[src/rtl/pc_redirect_pkg.sv]
// Shared types for the PC redirect unit: branch condition codes, ALU flag bit positions, FSM states.
// Also holds the branch-taken evaluation so the FSM stays free of flag decoding.
package pc_redirect_pkg;

    typedef enum logic [2:0] {
        BR_EQ  = 3'd0,
        BR_LT  = 3'd1,
        BR_GT  = 3'd2,
        BR_O   = 3'd3,
        BR_NE  = 3'd4,
        BR_GEQ = 3'd5,
        BR_LEQ = 3'd6,
        BR_T   = 3'd7
    } br_cond_e;

    localparam int FLAG_Z = 2;
    localparam int FLAG_V = 1;
    localparam int FLAG_N = 0;

    typedef enum logic {
        ST_IDLE       = 1'b0,
        ST_WAIT_FLAGS = 1'b1
    } fsm_state_e;

    function automatic logic cond_taken(input br_cond_e cond, input logic [2:0] flags);
        logic z, v, n;
        z = flags[FLAG_Z];
        v = flags[FLAG_V];
        n = flags[FLAG_N];
        case (cond)
            BR_EQ:   cond_taken = z;
            BR_LT:   cond_taken = n & ~v;
            BR_GT:   cond_taken = ~z & ~n & ~v;
            BR_O:    cond_taken = v;
            BR_NE:   cond_taken = ~z;
            BR_GEQ:  cond_taken = v | ~n;
            BR_LEQ:  cond_taken = z | (n & ~v);
            default: cond_taken = 1'b1;
        endcase
    endfunction

endpackage

[src/rtl/ras_stack.sv]
// Circular return-address stack: push overwrites the oldest entry when full, pop on empty reads 0.
// Latency: top is combinational from current state; push/pop update on the next clock edge.
// Backpressure: none; overflow/underflow are recorded in sticky flags instead of being refused.
module ras_stack #(
    parameter int ADDR_W    = 16,
    parameter int RAS_DEPTH = 8
) (
    input  logic              clk,
    input  logic              rst,
    input  logic              push,
    input  logic              pop,
    input  logic [ADDR_W-1:0] push_data,
    output logic [ADDR_W-1:0] top,
    output logic              empty,
    output logic              full,
    output logic              ovf,
    output logic              unf
);

    localparam int PTR_W = $clog2(RAS_DEPTH);
    localparam int CNT_W = $clog2(RAS_DEPTH + 1);

    logic [ADDR_W-1:0] mem [RAS_DEPTH];
    // wr_ptr is the next free slot, so the newest entry lives one below it
    logic [PTR_W-1:0]  wr_ptr;
    logic [PTR_W-1:0]  top_ptr;
    logic [CNT_W-1:0]  count;

    assign top_ptr = wr_ptr - PTR_W'(1);
    assign empty   = (count == '0);
    assign full    = (count == CNT_W'(RAS_DEPTH));
    assign top     = empty ? '0 : mem[top_ptr];

    always_ff @(posedge clk) begin
        if (rst) begin
            wr_ptr <= '0;
            count  <= '0;
            ovf    <= 1'b0;
            unf    <= 1'b0;
            for (int i = 0; i < RAS_DEPTH; i++) begin
                mem[i] <= '0;
            end
        end else if (push) begin
            mem[wr_ptr] <= push_data;
            wr_ptr      <= wr_ptr + PTR_W'(1);
            if (full) begin
                ovf <= 1'b1;
            end else begin
                count <= count + CNT_W'(1);
            end
        end else if (pop) begin
            if (empty) begin
                unf <= 1'b1;
            end else begin
                wr_ptr <= top_ptr;
                count  <= count - CNT_W'(1);
            end
        end
    end

endmodule

[src/rtl/pc_redirect_ras.sv]
// PC redirect unit: resolves branches, calls and returns into a single registered fetch redirect.
// Latency: redirect appears the cycle after resolution; branches without flags wait in WAIT_FLAGS.
// Backpressure: stall is raised while a branch waits for flags, including the cycle it arrives.
module pc_redirect_ras
    import pc_redirect_pkg::*;
#(
    parameter int ADDR_W    = 16,
    parameter int CALL_W    = 12,
    parameter int RAS_DEPTH = 8
) (
    input  logic              clk,
    input  logic              rst,
    input  logic              req_valid,
    input  logic              branch,
    input  logic [2:0]        branch_cond,
    input  logic              call,
    input  logic              ret,
    input  logic [ADDR_W-1:0] pc_in,
    input  logic [ADDR_W-1:0] sign_ext,
    input  logic [CALL_W-1:0] call_target,
    input  logic [2:0]        flags,
    input  logic              flags_valid,
    input  logic              flush,
    output logic              stall,
    output logic              redirect_valid,
    output logic [ADDR_W-1:0] redirect_pc,
    output logic              ras_empty,
    output logic              ras_full,
    output logic              ras_ovf,
    output logic              ras_unf
);

    fsm_state_e        state, state_nxt;
    logic [ADDR_W-1:0] lat_tgt;
    br_cond_e          lat_cond;
    logic              latch_en;

    logic [ADDR_W-1:0] br_tgt;
    logic [ADDR_W-1:0] call_tgt;
    logic [ADDR_W-1:0] ret_addr;
    logic [ADDR_W-1:0] ras_top;

    logic              pulse;
    logic [ADDR_W-1:0] pulse_tgt;
    logic              ras_push;
    logic              ras_pop;

    assign br_tgt   = pc_in + ADDR_W'(1) + sign_ext;
    assign call_tgt = {pc_in[ADDR_W-1:CALL_W], call_target};
    assign ret_addr = pc_in + ADDR_W'(1);

    ras_stack #(
        .ADDR_W    (ADDR_W),
        .RAS_DEPTH (RAS_DEPTH)
    ) u_ras (
        .clk       (clk),
        .rst       (rst),
        .push      (ras_push),
        .pop       (ras_pop),
        .push_data (ret_addr),
        .top       (ras_top),
        .empty     (ras_empty),
        .full      (ras_full),
        .ovf       (ras_ovf),
        .unf       (ras_unf)
    );

    always_comb begin
        state_nxt = state;
        stall     = 1'b0;
        pulse     = 1'b0;
        pulse_tgt = redirect_pc;
        ras_push  = 1'b0;
        ras_pop   = 1'b0;
        latch_en  = 1'b0;
        case (state)
            ST_IDLE: begin
                // branch > call > ret; lower-priority request bits are dropped
                if (req_valid && branch) begin
                    if (flags_valid) begin
                        pulse     = cond_taken(br_cond_e'(branch_cond), flags);
                        pulse_tgt = br_tgt;
                    end else begin
                        stall     = 1'b1;
                        latch_en  = 1'b1;
                        state_nxt = ST_WAIT_FLAGS;
                    end
                end else if (req_valid && call) begin
                    pulse     = 1'b1;
                    pulse_tgt = call_tgt;
                    ras_push  = 1'b1;
                end else if (req_valid && ret) begin
                    pulse     = 1'b1;
                    pulse_tgt = ras_top;
                    ras_pop   = 1'b1;
                end
            end
            ST_WAIT_FLAGS: begin
                stall = 1'b1;
                if (flush) begin
                    state_nxt = ST_IDLE;
                end else if (flags_valid) begin
                    pulse     = cond_taken(lat_cond, flags);
                    pulse_tgt = lat_tgt;
                    state_nxt = ST_IDLE;
                end
            end
            default: state_nxt = ST_IDLE;
        endcase
    end

    always_ff @(posedge clk) begin
        if (rst) begin
            state          <= ST_IDLE;
            lat_tgt        <= '0;
            lat_cond       <= BR_EQ;
            redirect_valid <= 1'b0;
            redirect_pc    <= '0;
        end else begin
            state          <= state_nxt;
            redirect_valid <= pulse;
            if (latch_en) begin
                lat_tgt  <= br_tgt;
                lat_cond <= br_cond_e'(branch_cond);
            end
            if (pulse) begin
                redirect_pc <= pulse_tgt;
            end
        end
    end

endmodule

[config.mk]
export PLATFORM = sky130hd
export DESIGN_NAME = pc_redirect_ras
export DESIGN_NICKNAME = d
export VERILOG_FILES = /design/src/rtl/pc_redirect_pkg.sv /design/src/rtl/ras_stack.sv /design/src/rtl/pc_redirect_ras.sv
export SDC_FILE = /design/constraint.sdc
export NUM_CORES = 1
export LEC_CHECK = 0
export BUFFER_PORTS_ARGS = -buffer_cell sky130_fd_sc_hd__buf_4
export CAP_MARGIN = 15
export CELL_PAD_IN_SITES_DETAIL_PLACEMENT = 0
export CELL_PAD_IN_SITES_GLOBAL_PLACEMENT = 1
export CORE_MARGIN = 2
export CORE_UTILIZATION = 41
export DETAILED_ROUTE_END_ITERATION = 16
export PLACE_DENSITY_LB_ADDON = 0.15
export SLEW_MARGIN = 20
export SYNTH_ARGS = -nofsm -noshare
export SYNTH_HDL_FRONTEND = slang
export SYNTH_SLANG_ARGS = --single-unit
[constraint.sdc]
create_clock -name clk -period 4 [get_ports clk]
set_clock_uncertainty 0.1 [all_clocks]
set_input_delay 0.2 -clock clk [delete_from_list [all_inputs] [get_ports clk]]
set_output_delay 0.2 -clock clk [all_outputs]
set_load 0.1 [all_outputs]
Word level (Yosys, flattened, before mapping)
Memory sizes are Yosys's and may differ from the RTL's.
Index checks and enable logic that the tools add are counted.
{ "classes": {"add_sub_neg": 6, "n_eq_ne": 19, "n_mux": 44, "bitwise_logic": 10, "reduce_logical": 13} }
{ "ops": {"columns": ["operator", "count"], "rows": [
  ["16-bit two-way mux", 8],
  ["16-bit one-hot mux with 2 select lines", 1],
  ["1-bit two-way mux", 22],
  ["3-bit equality test, second input constant", 6],
  ["16-bit by 1-bit adder with 16-bit output, second input constant", 1],
  ["16-bit adder", 1],
  ["4-bit two-way mux", 4],
  ["16-bit OR reduction", 1],
  ["1-bit one-hot mux with 7 select lines", 2],
  ["3-bit by 2-bit equality test with 1-bit output, second input constant", 4],
  ["3-bit two-way mux", 4],
  ["2-bit != test, second input constant", 4],
  ["3-bit by 1-bit equality test with 1-bit output, second input constant", 2],
  ["3-bit logical NOT", 2],
  ["1-bit one-hot mux with 2 select lines", 3],
  ["3-bit AND reduction", 2],
  ["1-bit NOT", 5],
  ["5-bit AND reduction", 1],
  ["4-bit by 1-bit adder with 4-bit output, second input constant", 1],
  ["4-bit equality test, second input constant", 1],
  ["4-bit logical NOT", 1],
  ["4-bit != test, second input constant", 1],
  ["2-bit AND reduction", 2],
  ["4-bit by 1-bit subtractor with 4-bit output, second input constant", 1],
  ["other kinds (7)", 12]
]} }
{ "word_totals": {"ff_bits": 46, "mem_bits_rw": 128, "input_bits": 58, "out_inout_bits": 22, "memories": 1} }
{ "mem_list": {"columns": ["name", "words", "width", "rd", "rd_clocked_by_memory_dff", "wr", "line_no", "text"], "rows": [
  ["u_ras.mem", 8, 16, 1, 0, 8, "ras_stack.sv:23", "logic [ADDR_W-1:0] mem [RAS_DEPTH];"]
]} }

Logic depth before layout (Yosys ltp)
Gate-level depths: netlist (run 1).
{ "depth": {"ltp_word": 9, "depth_mapped": 16} }

Cells and area by module
From an unflattened synthesis (run 1), not the netlist that was laid out.
{ "hier_totals": {"hier_cells": 870, "area_unflattened_um2": 9540.4} }
{ "modules_own_cells": {"columns": ["mod", "n_inst", "cells_each", "area_each_um2", "seq_area_each_um2"], "rows": [
  ["ras_stack", 1, 443, 6413.7, 4023.9],
  ["pc_redirect_ras", 1, 427, 3126.7, 740.7]
]} }

Worst setup path before layout (run 1)
No wires, ideal clock.
{ "synth_path": {"path_kind": "reg2reg", "from": "register u_ras.count[0]", "to": "register u_ras.count[3]", "arrival_time_ns": 4.693, "t_required_ns": 3.772, "slack_ns": -0.921, "stages_incl_launch_ff": 6, "n_path_buf": 0, "path_cell_list": "dfxtp_1 -> nor4b_1 -> o21ai_1 -> nand2_1 -> xor2_1 -> nor2_1"} }
{ "synth_between": {"elab_cells_between_ends": 11, "classes_between": "add/sub: 2; eq/ne: 3; mux: 4; reduce/logical: 2"} }
{ "synth_rtl": {"columns": ["element", "line_no", "text"], "rows": [
  ["from (decl)", "ras_stack.sv:27", "logic [CNT_W-1:0] count;"],
  ["from (signal assigned)", "ras_stack.sv:49", "count <= count + CNT_W'(1);"],
  ["from (signal assigned)", "ras_stack.sv:56", "count <= count - CNT_W'(1);"],
  ["4-bit equality test", "ras_stack.sv:31", "assign full = (count == CNT_W'(RAS_DEPTH));"],
  ["named net ras_full", "pc_redirect_ras.sv:28", "output logic ras_full,"],
  ["2-bit != test (no source line)", null, null],
  ["3-bit AND reduction (no source line)", null, null]
]} }
The timed path passes the listed nets, and every way through them passes these cells. The select of a mux whose other input is x is not followed.
A chain may end at the register's enable or synchronous reset.

Final worst setup path (run 1)
{ "layout_path": {"from": "input port pc_in[0]", "to": "register redirect_pc[14]"} }
{ "layout_between": {"elab_chain_cells": 5} }
{ "layout_lines": {"columns": ["element", "line_no", "text"], "rows": [
  ["from (decl)", "pc_redirect_ras.sv:18", "input logic [ADDR_W-1:0] pc_in,"],
  ["16-bit by 1-bit adder with 16-bit output", null, null],
  ["named net ret_addr[8]", "pc_redirect_ras.sv:40", "logic [ADDR_W-1:0] ret_addr;"],
  ["16-bit adder", "pc_redirect_ras.sv:48", "assign br_tgt = pc_in + ADDR_W'(1) + sign_ext;"],
  ["16-bit two-way mux", "pc_redirect_ras.sv:80", "if (flags_valid) begin"],
  ["16-bit two-way mux", "pc_redirect_ras.sv:79", "if (req_valid && branch) begin"],
  ["16-bit one-hot mux with 2 select lines", "pc_redirect_ras.sv:76", "case (state)"],
  ["to (signal assigned)", "pc_redirect_ras.sv:127", "redirect_pc <= pulse_tgt;"],
  ["to (decl)", "pc_redirect_ras.sv:26", "output logic [ADDR_W-1:0] redirect_pc,"]
]} }
The timed path passes the listed nets, and every way through them passes these cells. The select of a mux whose other input is x is not followed.

==> impl_metrics.yaml, run 1 <==
power:
  leakagePower_nw: 4.09
  p_total_mw: 4.78
  ir_worst_vdd_uv: 263
  p_per_area_mw_per_mm2: 455
clock_tree:
  clock_sinks: 174
  cts.repair.resized: 0
  clk_pin_slew_ns: 0.07
  cts-root-buf: "clkbuf_16"
  htree_levels: 4
  cts_tree: "yes"
  clock_path_buffers: 2
  clkLatencyLatePin_ns: 0.44
  numCtsBuffers: 17
logic_synthesis:
  syn_inst: 801
  ys_seq_area_share_pct: 54.4
  ys_types: 57
  netlist_area_mm2: 0.00876
  synth_edf_count: 128
  ys.flop_type: "edfxtp_1"
  syn-num-nets: 883
  async_flop_share_pct: 0
  avgSynthCellArea_um2: 10.9
  yosysWarnings: 0
  synth-seq-cells: 174
min_path:
  hp-start: "pc_in[0]"
  hold_path_class: "in -> reg"
  worst_hold_path.endpoint: "u_ras.mem[4][0]$_SDFFCE_PN0P_"
  hold_depth: 2
timing:
  hold_ws_ns: 0.0339
  final-setup-viol-count: 0
  setup_tns_ns: 0
  rsz0062_at_grt: "no"
  max-slew-margin-rel_pct: 34.3
  drv_slew: 0
  timing.final.ws_setup_ns: 0.822
  finalHoldViolCount: 0
  fin_crit_ns: 3.18
  worst_pin_slew_ns: 0.982
  period_share_pct: 79.5
  timing.fmax_mhz: 315
floorplanning:
  die_w_um: 150
  design.die.area_mm2: 0.0225
  core_mm2: 0.0210
  ioPinCount: 80
  placementRows: 53
  initial_utilization_pct: 41.7
  die_h_um: 150
worst_setup_path:
  critical_path_buf_inv_count: 3
  crit_slowest_cell: "or4_1"
  worstPathArrival_ns: 3.41
  r2r-start: "u_ras.wr_ptr[1]$_SDFFE_PP0P_"
  path_class: "in -> reg"
  cp_cell_sequence: "buf_4, ha_1, nand3_1, nor2_1, nand2_1, inv_1, nand2_1, xor2_1, inv_1, ha_1, a21oi_1, nand2_1, a221o_1, o21ai_2, nor3_1, or4_1, a32o_1"
  cp-start-kind: "input port"
  end_kind: "flip-flop"
  crit_fanout: 12
  cpPeakStageDelay_ns: 0.39
  ff2ff_setup_slack_ns: 1.13
  cp-startpoint: "pc_in[0]"
  cp_top_family: "simple AND/OR/NAND/NOR gates"
  crit_required_ns: 4.24
  ff2ff_path_depth: 8
  reg2reg_to: "redirect_pc[7]$_SDFFE_PP0P_"
  cpMostUsedCell: "nand2_1"
place:
  gp_congestion: 0.885
  place_ws_ns: 0.371
  place_area_mm2: 0.00985
  dpl.hpwl_mm: 17.3
  dpl.cell_count: 1156
  io_buffers: 79
route:
  ant_nets: 0
  topRoutingLayerUsed: "met4"
  drc: 0
  viasPerCell: 5.54
  routedWlPerCell_um: 20.5
  wl_met1_mm: 10.5
  num_vias: 6615
  route.met3.wl_mm: 1.37
  drt_iter0_markers: 381
  drtPass1Iterations: 5
  wl_met2_mm: 12.3
  drt_wl_total_mm: 24.5
global_route:
  antenna_found_initial: 0
  grt_pass1_vias: 6694
  grt_pass1_wl_mm: 37.5
  gr-total-overflow: 0
  grt_usage_pct: 22.5
  grt_max_degree: 42
status:
  status: "finished, final reports clean"
layout:
  final_cell_area_mm2: 0.0105
  fin_util_pct: 50.0
  fillerInstances: 1893
  diodes: 0
  layout.nets: 987
  syn2layout_area_growth_pct: 20.0
  stdcell_count: 1193
  drive_gt1_share_pct: 20.6
run:
  cap_violations: 0
[cells in the mapped netlist, types with 3 or more instances]
cell type  count  share of area, %
edfxtp_1     128                44
a22o_1         8              0.80
buf_4          3              0.26
ha_1          22               3.1
o21ai_0       17              0.97
a22oi_1        5              0.43
nor3_1        15              0.86
mux4_2        32               8.2
clkbuf_1      28               1.2
xnor2_1       22               2.2
nor2_1       165               7.1
a221o_1        4              0.46
nand2_1       89               3.8
o211ai_1       4              0.34
nand4_1        3              0.21
and2_1         4              0.29
o21ai_1        6              0.34
or3_1          3              0.21
dfxtp_1       46                11
buf_2          5              0.29
mux2i_1        6              0.69
a211oi_1       9              0.77
xor2_1        17               1.7
inv_1         22              0.94
nand3_1       13              0.74
a21oi_1       48               2.7
a221oi_1       7              0.70
a21o_1         5              0.43
nand2b_1      12              0.86
nor2b_1       11              0.79
a32o_1         7              0.80
[layer usage]
metal  up-vias  track usage [%]
met5         -                0
met3        26             3.45
met4         0             6.84
met1      3271             29.7
met2       217             38.5
li1       3101                -
[worst max-delay path by stage]
stage                                               to  slack (ns)  depth (start not counted)
after floorplan           redirect_pc[14]$_SDFFE_PP0P_        0.16                          7
after global placement    redirect_pc[14]$_SDFFE_PP0P_        0.44                         17
after detailed placement  redirect_pc[14]$_SDFFE_PP0P_        0.37                         17
after CTS                 redirect_pc[14]$_SDFFE_PP0P_        0.84                         14
after global routing      redirect_pc[15]$_SDFFE_PP0P_        0.55                         14
final                     redirect_pc[14]$_SDFFE_PP0P_        0.82                         17
[worst reg2reg max path, cell delays in order (launching register included)]
cell and delay (ns):
dfxtp_1 0.46, inv_1 0.09, ha_1 0.54, buf_4 0.33
mux4_2 0.36, a22o_1 0.33, a221oi_1 0.24, o21ai_1 0.09
a22o_1 0.23
[cells by family (layout without fill, tap and decap cells)]
family | after synthesis | count (layout) | share of synthesized area [%]
compound gates | 135 | 135 | 10.2
xor+xnor | 39 | 39 | 3.90
fa+ha+maj | 24 | 24 | 3.60
buf+inv | 63 | 180 | 2.90
flops | 174 | 174 | 54.4
mux | 38 | 38 | 8.91
simple gates | 328 | 328 | 16.1
[cell type report]
class / instances / area, um2 / area share, %
clock buffers: 17 / 425 / 4.05
clock inverters: 15 / 179 / 1.70
inverters: 25 / 93.8 / 0.893
multi-input cells: 564 / 3750 / 35.7
flip-flops and latches: 174 / 4770 / 45.4
well taps: 275 / 344 / 3.27
repair buffers: 123 / 948 / 9.03
[where the power goes]
group          switching, mW  internal [mW]  total, mW
logic                  0.638          0.379       1.02
clock network          0.767          0.943       1.71
registers             0.0400           2.01       2.05
[state kept, by name (all words and copies together) (netlist names)]
name,count
redirect_pc,16
redirect_valid,1
lat_cond,3
u_ras.wr_ptr,3
state,1
u_ras.mem,128
u_ras.unf,1
u_ras.count,4
u_ras.ovf,1
lat_tgt,16
[cell usage in the layout (no fill, tap or decap), types with 3 or more instances in the layout]
cell,count
xnor2_1,22
and2_1,4
inv_1,22
nand2b_1,12
a221o_1,4
a32o_1,7
mux4_2,32
nand2_1,89
o21ai_1,6
or3_1,3
nand4_1,3
edfxtp_1,128
a211oi_1,9
nor3_1,14
inv_6,4
ha_1,22
xor2_1,17
a21oi_1,48
a21o_1,5
inv_8,3
a22o_1,8
a221oi_1,7
nor2b_1,11
nor2_1,165
mux2i_1,6
o211ai_1,4
buf_4,117
dlygate4sd3_1,5
clkbuf_16,17
nand3_1,13
dfxtp_1,45
o21ai_0,17
a22oi_1,5
clkinvlp_4,4
[timing repair]
item | in CTS | in global routing
buffers inserted | 0 | 0
setup endpoints to repair | 0 | 0
hold buffers | 5 | 0
hold endpoints to repair | 4 | 0
Power figures use the tool's default switching activity.
==> run 2: changes to the inputs <==
Settings changed: ABC_AREA set to 1.
Clock period 4 ns to 3.1 ns, I/O delays scaled along.
==> impl_metrics.yaml, run 2 <==
status:
  status: "finished, final reports clean"
global_route:
  gr-total-overflow: 0
  grt_max_degree: 69
  antenna_found_initial: 0
  grt_usage_pct: 24.6
  grt_pass1_vias: 7690
  grt_pass1_wl_mm: 44.5
logic_synthesis:
  yosys.area.top_type: "edfxtp_1"
  ys_seq_area_share_pct: 50.6
  async_flop_share_pct: 0
  synthXorXnorAreaFrac_pct: 1.67
  synthTopCellsByCount: "284 x nor2_1, 183 x nand2_1, 128 x edfxtp_1"
  synth_top_family_by_area: "simple AND/OR/NAND/NOR gates"
  netlist_area_mm2: 0.00941
  synth_edf_count: 128
  ys.flop_type: "edfxtp_1"
  syn_inst: 1133
  synth_compound_area_share_pct: 12.0
  synth_top_area_share_pct: 40.8
  avgSynthCellArea_um2: 8.31
  ys_types: 50
  synthMuxAreaShare_pct: 0
  syn-num-nets: 1215
  yosys.area_share.simple_pct: 25.4
  synthAdderAreaFrac_pct: 3.35
  post-synth-top-count-cell: "nor2_1"
  yosysWarnings: 0
  synth-seq-cells: 174
  netlist_top_cells_area: "edfxtp_1 41%, nor2_1 11%, dfxtp_1 9.8%"
worst_setup_path:
  cp-startpoint: "pc_in[0]"
  ff2ff_setup_slack_ns: 0.44
  reg2reg_to: "redirect_pc[10]$_SDFFE_PP0P_"
  crit_required_ns: 3.31
  crit_fanout: 8
  worstPathArrival_ns: 3.11
  ff2ff_path_depth: 12
  r2r-start: "u_ras.wr_ptr[1]$_SDFFE_PP0P_"
  cp-endpoint: "redirect_pc[12]$_SDFFE_PP0P_"
  cp-start-kind: "input port"
  end_kind: "flip-flop"
  path_class: "in -> reg"
layout:
  regMostFlops: "u_ras.mem"
  reg_top3: "u_ras.mem (128), lat_tgt (16), redirect_pc (16)"
  fin_util_pct: 50.3
  diodes: 0
  fillerInstances: 2203
  final_common_cell: "nor2_1"
  largest_reg_flops: 128
  final_cell_area_mm2: 0.0113
  layout.nets: 1320
  layout_common_cells: "284 x nor2_1, 181 x nand2_1, 128 x edfxtp_1"
  drive_gt1_share_pct: 17.1
  syn2layout_area_growth_pct: 20.6
timing:
  hold_ws_ns: 0.0346
  period_share_pct: 93.3
  drv_slew: 0
  worst_pin_slew_ns: 0.783
  fin_crit_ns: 2.89
  max-slew-margin-rel_pct: 47.8
  timing.fmax_mhz: 346
  finalHoldViolCount: 0
  final-setup-viol-count: 0
power:
  power_switching_mw: 2.17
  pwr-share-clk_pct: 35.4
  ir_worst_vdd_uv: 318
  p_per_area_mw_per_mm2: 564
  swShare_pct: 33.9
  leakagePower_nw: 5.01
  combPwrFrac_pct: 23.1
  intPower_mw: 4.23
  seqPwrFrac_pct: 41.5
route:
  num_vias: 8094
  drtPass1Iterations: 5
  ant_nets: 0
  drt_wl_total_mm: 29.2
  drc: 0
  viasPerCell: 5.27
  drt_iter0_markers: 765
  routedWlPerCell_um: 19.0
clock_tree:
  clkLatencyLatePin_ns: 0.44
  cts_tree: "yes"
  clock_path_buffers: 2
  cts-root-buf: "clkbuf_16"
  clk_pin_slew_ns: 0.08
  htree_levels: 4
  clock_sinks: 174
  numCtsBuffers: 17
place:
  dpl.hpwl_mm: 19.9
  place_area_mm2: 0.0105
  io_buffers: 79
  gp_congestion: 0.871
floorplanning:
  design.die.area_mm2: 0.0242
  core_mm2: 0.0226
  initial_utilization_pct: 41.7
  placementRows: 55
  die_w_um: 156
  ioPinCount: 80
  die_h_um: 156
min_path:
  hold_path_class: "in -> reg"
run:
  cap_violations: 0
[run 2: worst min path at each step]
stage                   start                      endpoint  slack, ns  depth (start not counted)
2_1_floorplan  branch_cond[0]      lat_cond[0]$_SDFFE_PP0P_       0.19                          2
3_3_place_gp   branch_cond[0]      lat_cond[0]$_SDFFE_PP0P_       0.31                          3
3_5_place_dp   branch_cond[0]      lat_cond[0]$_SDFFE_PP0P_       0.32                          3
4_1_cts                branch  u_ras.wr_ptr[1]$_SDFFE_PP0P_       0.03                          5
5_1_grt                branch  u_ras.wr_ptr[1]$_SDFFE_PP0P_       0.06                          5
6_report               branch  u_ras.wr_ptr[1]$_SDFFE_PP0P_       0.03                          5
[run 2: routing by layer]
metal	track usage (%)	up-vias	part of all wire, %
li1	-	3977	-
met1	35.3	3805	47
met2	38.1	274	44
met3	4.43	38	6.3
met4	7.12	0	2.1
met5	0	-	0
[run 2: repair_timing]
action                                 in CTS  in global routing
endpoints found under the hold margin      19                  0
hold buffers                                8                  0
setup endpoints to repair                   0                 12
buffers inserted                            0                  5
gates resized for setup                     0                 15
[run 2: critical path: stages]
cell           delay, ns
dlygate4sd3_1       0.54
buf_6               0.13
ha_2                0.18
nand2_1             0.06
inv_2               0.08
nand2_4             0.06
nor2_4              0.09
inv_2               0.06
nor2_4              0.13
nand2_4             0.08
nand2_1             0.12
inv_1               0.07
ha_1                0.37
nand2_1             0.11
nor2_1              0.16
nand3_1             0.13
nand3_1             0.10
nand2_1             0.05
nand2_1             0.13
nor2_1              0.06
o21bai_1            0.15
a21oi_1             0.08
[run 2: cell families after synthesis]
kind of cell | count (synthesis)
AO/OA/AOI/OAI | 194
XOR/XNOR | 15
adder cells (fa/ha/maj) | 24
buffers and inverters | 158
flip-flops | 174
AND/OR/NAND/NOR | 568
[run 2: through the flow]
step | setup slack, ns | setup TNS, ns | power [mW] | std cells
2_1_floorplan | 0.0940 | 0 | 3.66 | 1133
3_3_place_gp | 0.124 | 0 | 4.16 | 1491
3_5_place_dp | 0.172 | 0 | 4.16 | 1491
4_1_cts | 0.0930 | 0 | 6.41 | 1531
5_1_grt | -0.0195 | -0.0415 | 6.67 | 1536
6_report | 0.207 | 0 | 6.40 | 1536
[run 2: final cells by class]
type	instances	area [um2]	area share (%)
well taps	285	357	3.14
repair buffers	137	1100	9.71
flip-flops and latches	174	4770	42.0
clock inverters	15	211	1.86
clock buffers	17	425	3.75
inverters	107	403	3.55
multi-input cells	801	4080	36.0
[run 2: power groups by stage]
stage	clock [mW]	sequential (mW)	combinational (mW)
2_1_floorplan	0	2.89	0.765
3_3_place_gp	0	2.71	1.45
3_5_place_dp	0	2.71	1.45
6_report	2.27	2.66	1.48
5_1_grt	2.39	2.67	1.62
4_1_cts	2.29	2.65	1.46
==> run 3: changes to the inputs <==
Settings changed: ABC_AREA 1 to not set.
==> impl_metrics.yaml, run 3 (same netlist as run 1, synthesis figures left out) <==
timing:
  hold_ws_ns: 0.0274
  timing.final.ws_setup_ns: 0.306
  worst_pin_slew_ns: 0.751
  timing.fmax_mhz: 358
  period_share_pct: 90.1
  drv_slew: 0
  fin_crit_ns: 2.79
  rsz0062_at_grt: "no"
  finalHoldViolCount: 0
  final-setup-viol-count: 0
  max-slew-margin-rel_pct: 49.5
place:
  gp_congestion: 0.900
  io_buffers: 79
  place_area_mm2: 0.0103
  place_ws_ns: -0.188
  dpl.hpwl_mm: 17.0
  dpl.cell_count: 1197
worst_setup_path:
  ff2ff_setup_slack_ns: 0.33
  cpPeakStageDelay_ns: 0.31
  ff2ff_path_depth: 10
  cp-start-kind: "input port"
  reg2reg_to: "redirect_pc[3]$_SDFFE_PP0P_"
  crit_slowest_cell: "o31ai_1"
  cp_cell_sequence: "buf_4, ha_2, nand3_4, nor2_4, nand2_1, inv_1, and3_1, xnor2_2, inv_1, ha_1, buf_4, nand2_1, o31ai_1, o21ai_0, a221oi_1, o311ai_0, a32o_1"
  end_kind: "flip-flop"
  r2r-start: "u_ras.wr_ptr[1]$_SDFFE_PP0P_"
  worstPathArrival_ns: 3.01
  path_class: "in -> reg"
  crit_required_ns: 3.32
  crit_fanout: 5
layout:
  syn2layout_area_growth_pct: 25.4
  fin_util_pct: 52.3
  final_common_cell: "nor2_1"
  fillerInstances: 1880
  largest_reg_flops: 128
  drive_gt1_share_pct: 26.0
  diodes: 0
  final_cell_area_mm2: 0.0110
  layout.nets: 1028
  regMostFlops: "u_ras.mem"
  stdcell_count: 1234
  reg_top3: "u_ras.mem (128), lat_tgt (16), redirect_pc (16)"
  layout_common_cells: "162 x nor2_1, 158 x buf_4, 128 x edfxtp_1"
floorplanning:
  placementRows: 53
  design.die.area_mm2: 0.0225
  die_w_um: 150
  core_mm2: 0.0210
  initial_utilization_pct: 41.7
  die_h_um: 150
  ioPinCount: 80
clock_tree:
  cts_setup_buffers: 0
  cts_tree: "yes"
  clkLatencyLatePin_ns: 0.42
  clk_pin_slew_ns: 0.07
  numCtsBuffers: 17
  htree_levels: 4
  clock_sinks: 174
  cts-root-buf: "clkbuf_16"
  clock_path_buffers: 2
min_path:
  hold_path_class: "in -> reg"
  hold_depth: 4
  hp-start: "call_target[11]"
  worst_hold_path.endpoint: "redirect_pc[11]$_SDFFE_PP0P_"
route:
  drt_iter0_markers: 392
  drt_wl_total_mm: 22.6
  viasPerCell: 5.35
  ant_nets: 0
  drc: 0
  drtPass1Iterations: 5
  num_vias: 6604
  routedWlPerCell_um: 18.3
global_route:
  grt_pass1_wl_mm: 35.5
  grt_pass1_vias: 6530
  grt_max_degree: 42
  grt_usage_pct: 20.8
  gr-total-overflow: 0
  antenna_found_initial: 0
power:
  leakagePower_nw: 4.32
  p_per_area_mw_per_mm2: 566
  ir_worst_vdd_uv: 331
status:
  status: "finished, final reports clean"
run:
  cap_violations: 0
run 3: metal layers:
metal  vias up  track usage, %  wire length [um]
li1       3174               -                 -
met1      3244            28.2             10100
met2       172            35.3             11200
met3        14            3.33              1080
met4         0            4.48               211
met5         -               0                 0
run 3: worst max-delay path: cells and delay by family:
family	cells	cell delay, ns
xor gates and xnor gates	1	0.12
and+or+nand+nor	5	0.62
adders and majority gates	2	0.49
AOI/OAI and AO/OA	5	1.22
buffers and inverters	4	0.41
run 3: what timing repair did:
item                                    CTS  global route
gates resized for setup                   0             2
hold buffers                              5             0
hold endpoints to repair                  4             0
endpoints found under the setup margin    0             2
run 3: metrics by stage:
stage	power, mW	setup TNS [ns]
3_5_place_dp	4.08	-0.402
2_1_floorplan	3.61	0
5_1_grt	6.48	0
6_report	6.22	0
3_3_place_gp	4.05	-0.188
4_1_cts	6.27	0
run 3: layout make-up:
class                      instances  area (um2)  area share (%)
sequential                       174        4770            43.4
multi-input combinational        564        3910            35.6
timing repair buffer             164        1260            11.4
clock buffer                      17         425            3.87
tap                              275         344            3.13
clock inverter                    15         190            1.73
inverter                          25        93.8           0.854
run 3: worst max-delay path by stage:
| stage | from | end | slack (ns) |
|---|---|---|---|
| 2_1_floorplan | pc_in[0] | redirect_pc[14]$_SDFFE_PP0P_ | 0.0006 |
| 3_3_place_gp | pc_in[0] | redirect_pc[15]$_SDFFE_PP0P_ | -0.13 |
| 3_5_place_dp | pc_in[0] | redirect_pc[15]$_SDFFE_PP0P_ | -0.19 |
| 4_1_cts | pc_in[0] | redirect_pc[15]$_SDFFE_PP0P_ | 0.22 |
| 5_1_grt | pc_in[0] | redirect_pc[15]$_SDFFE_PP0P_ | 0.009 |
| 6_report | pc_in[0] | redirect_pc[13]$_SDFFE_PP0P_ | 0.31 |
run 3: power by group:
| part | switching [mW] | internal, mW |
|---|---|---|
| Combinational | 0.822 | 0.550 |
| Sequential | 0.0590 | 2.60 |
| Clock | 1.03 | 1.17 |
| Total | 1.91 | 4.31 |
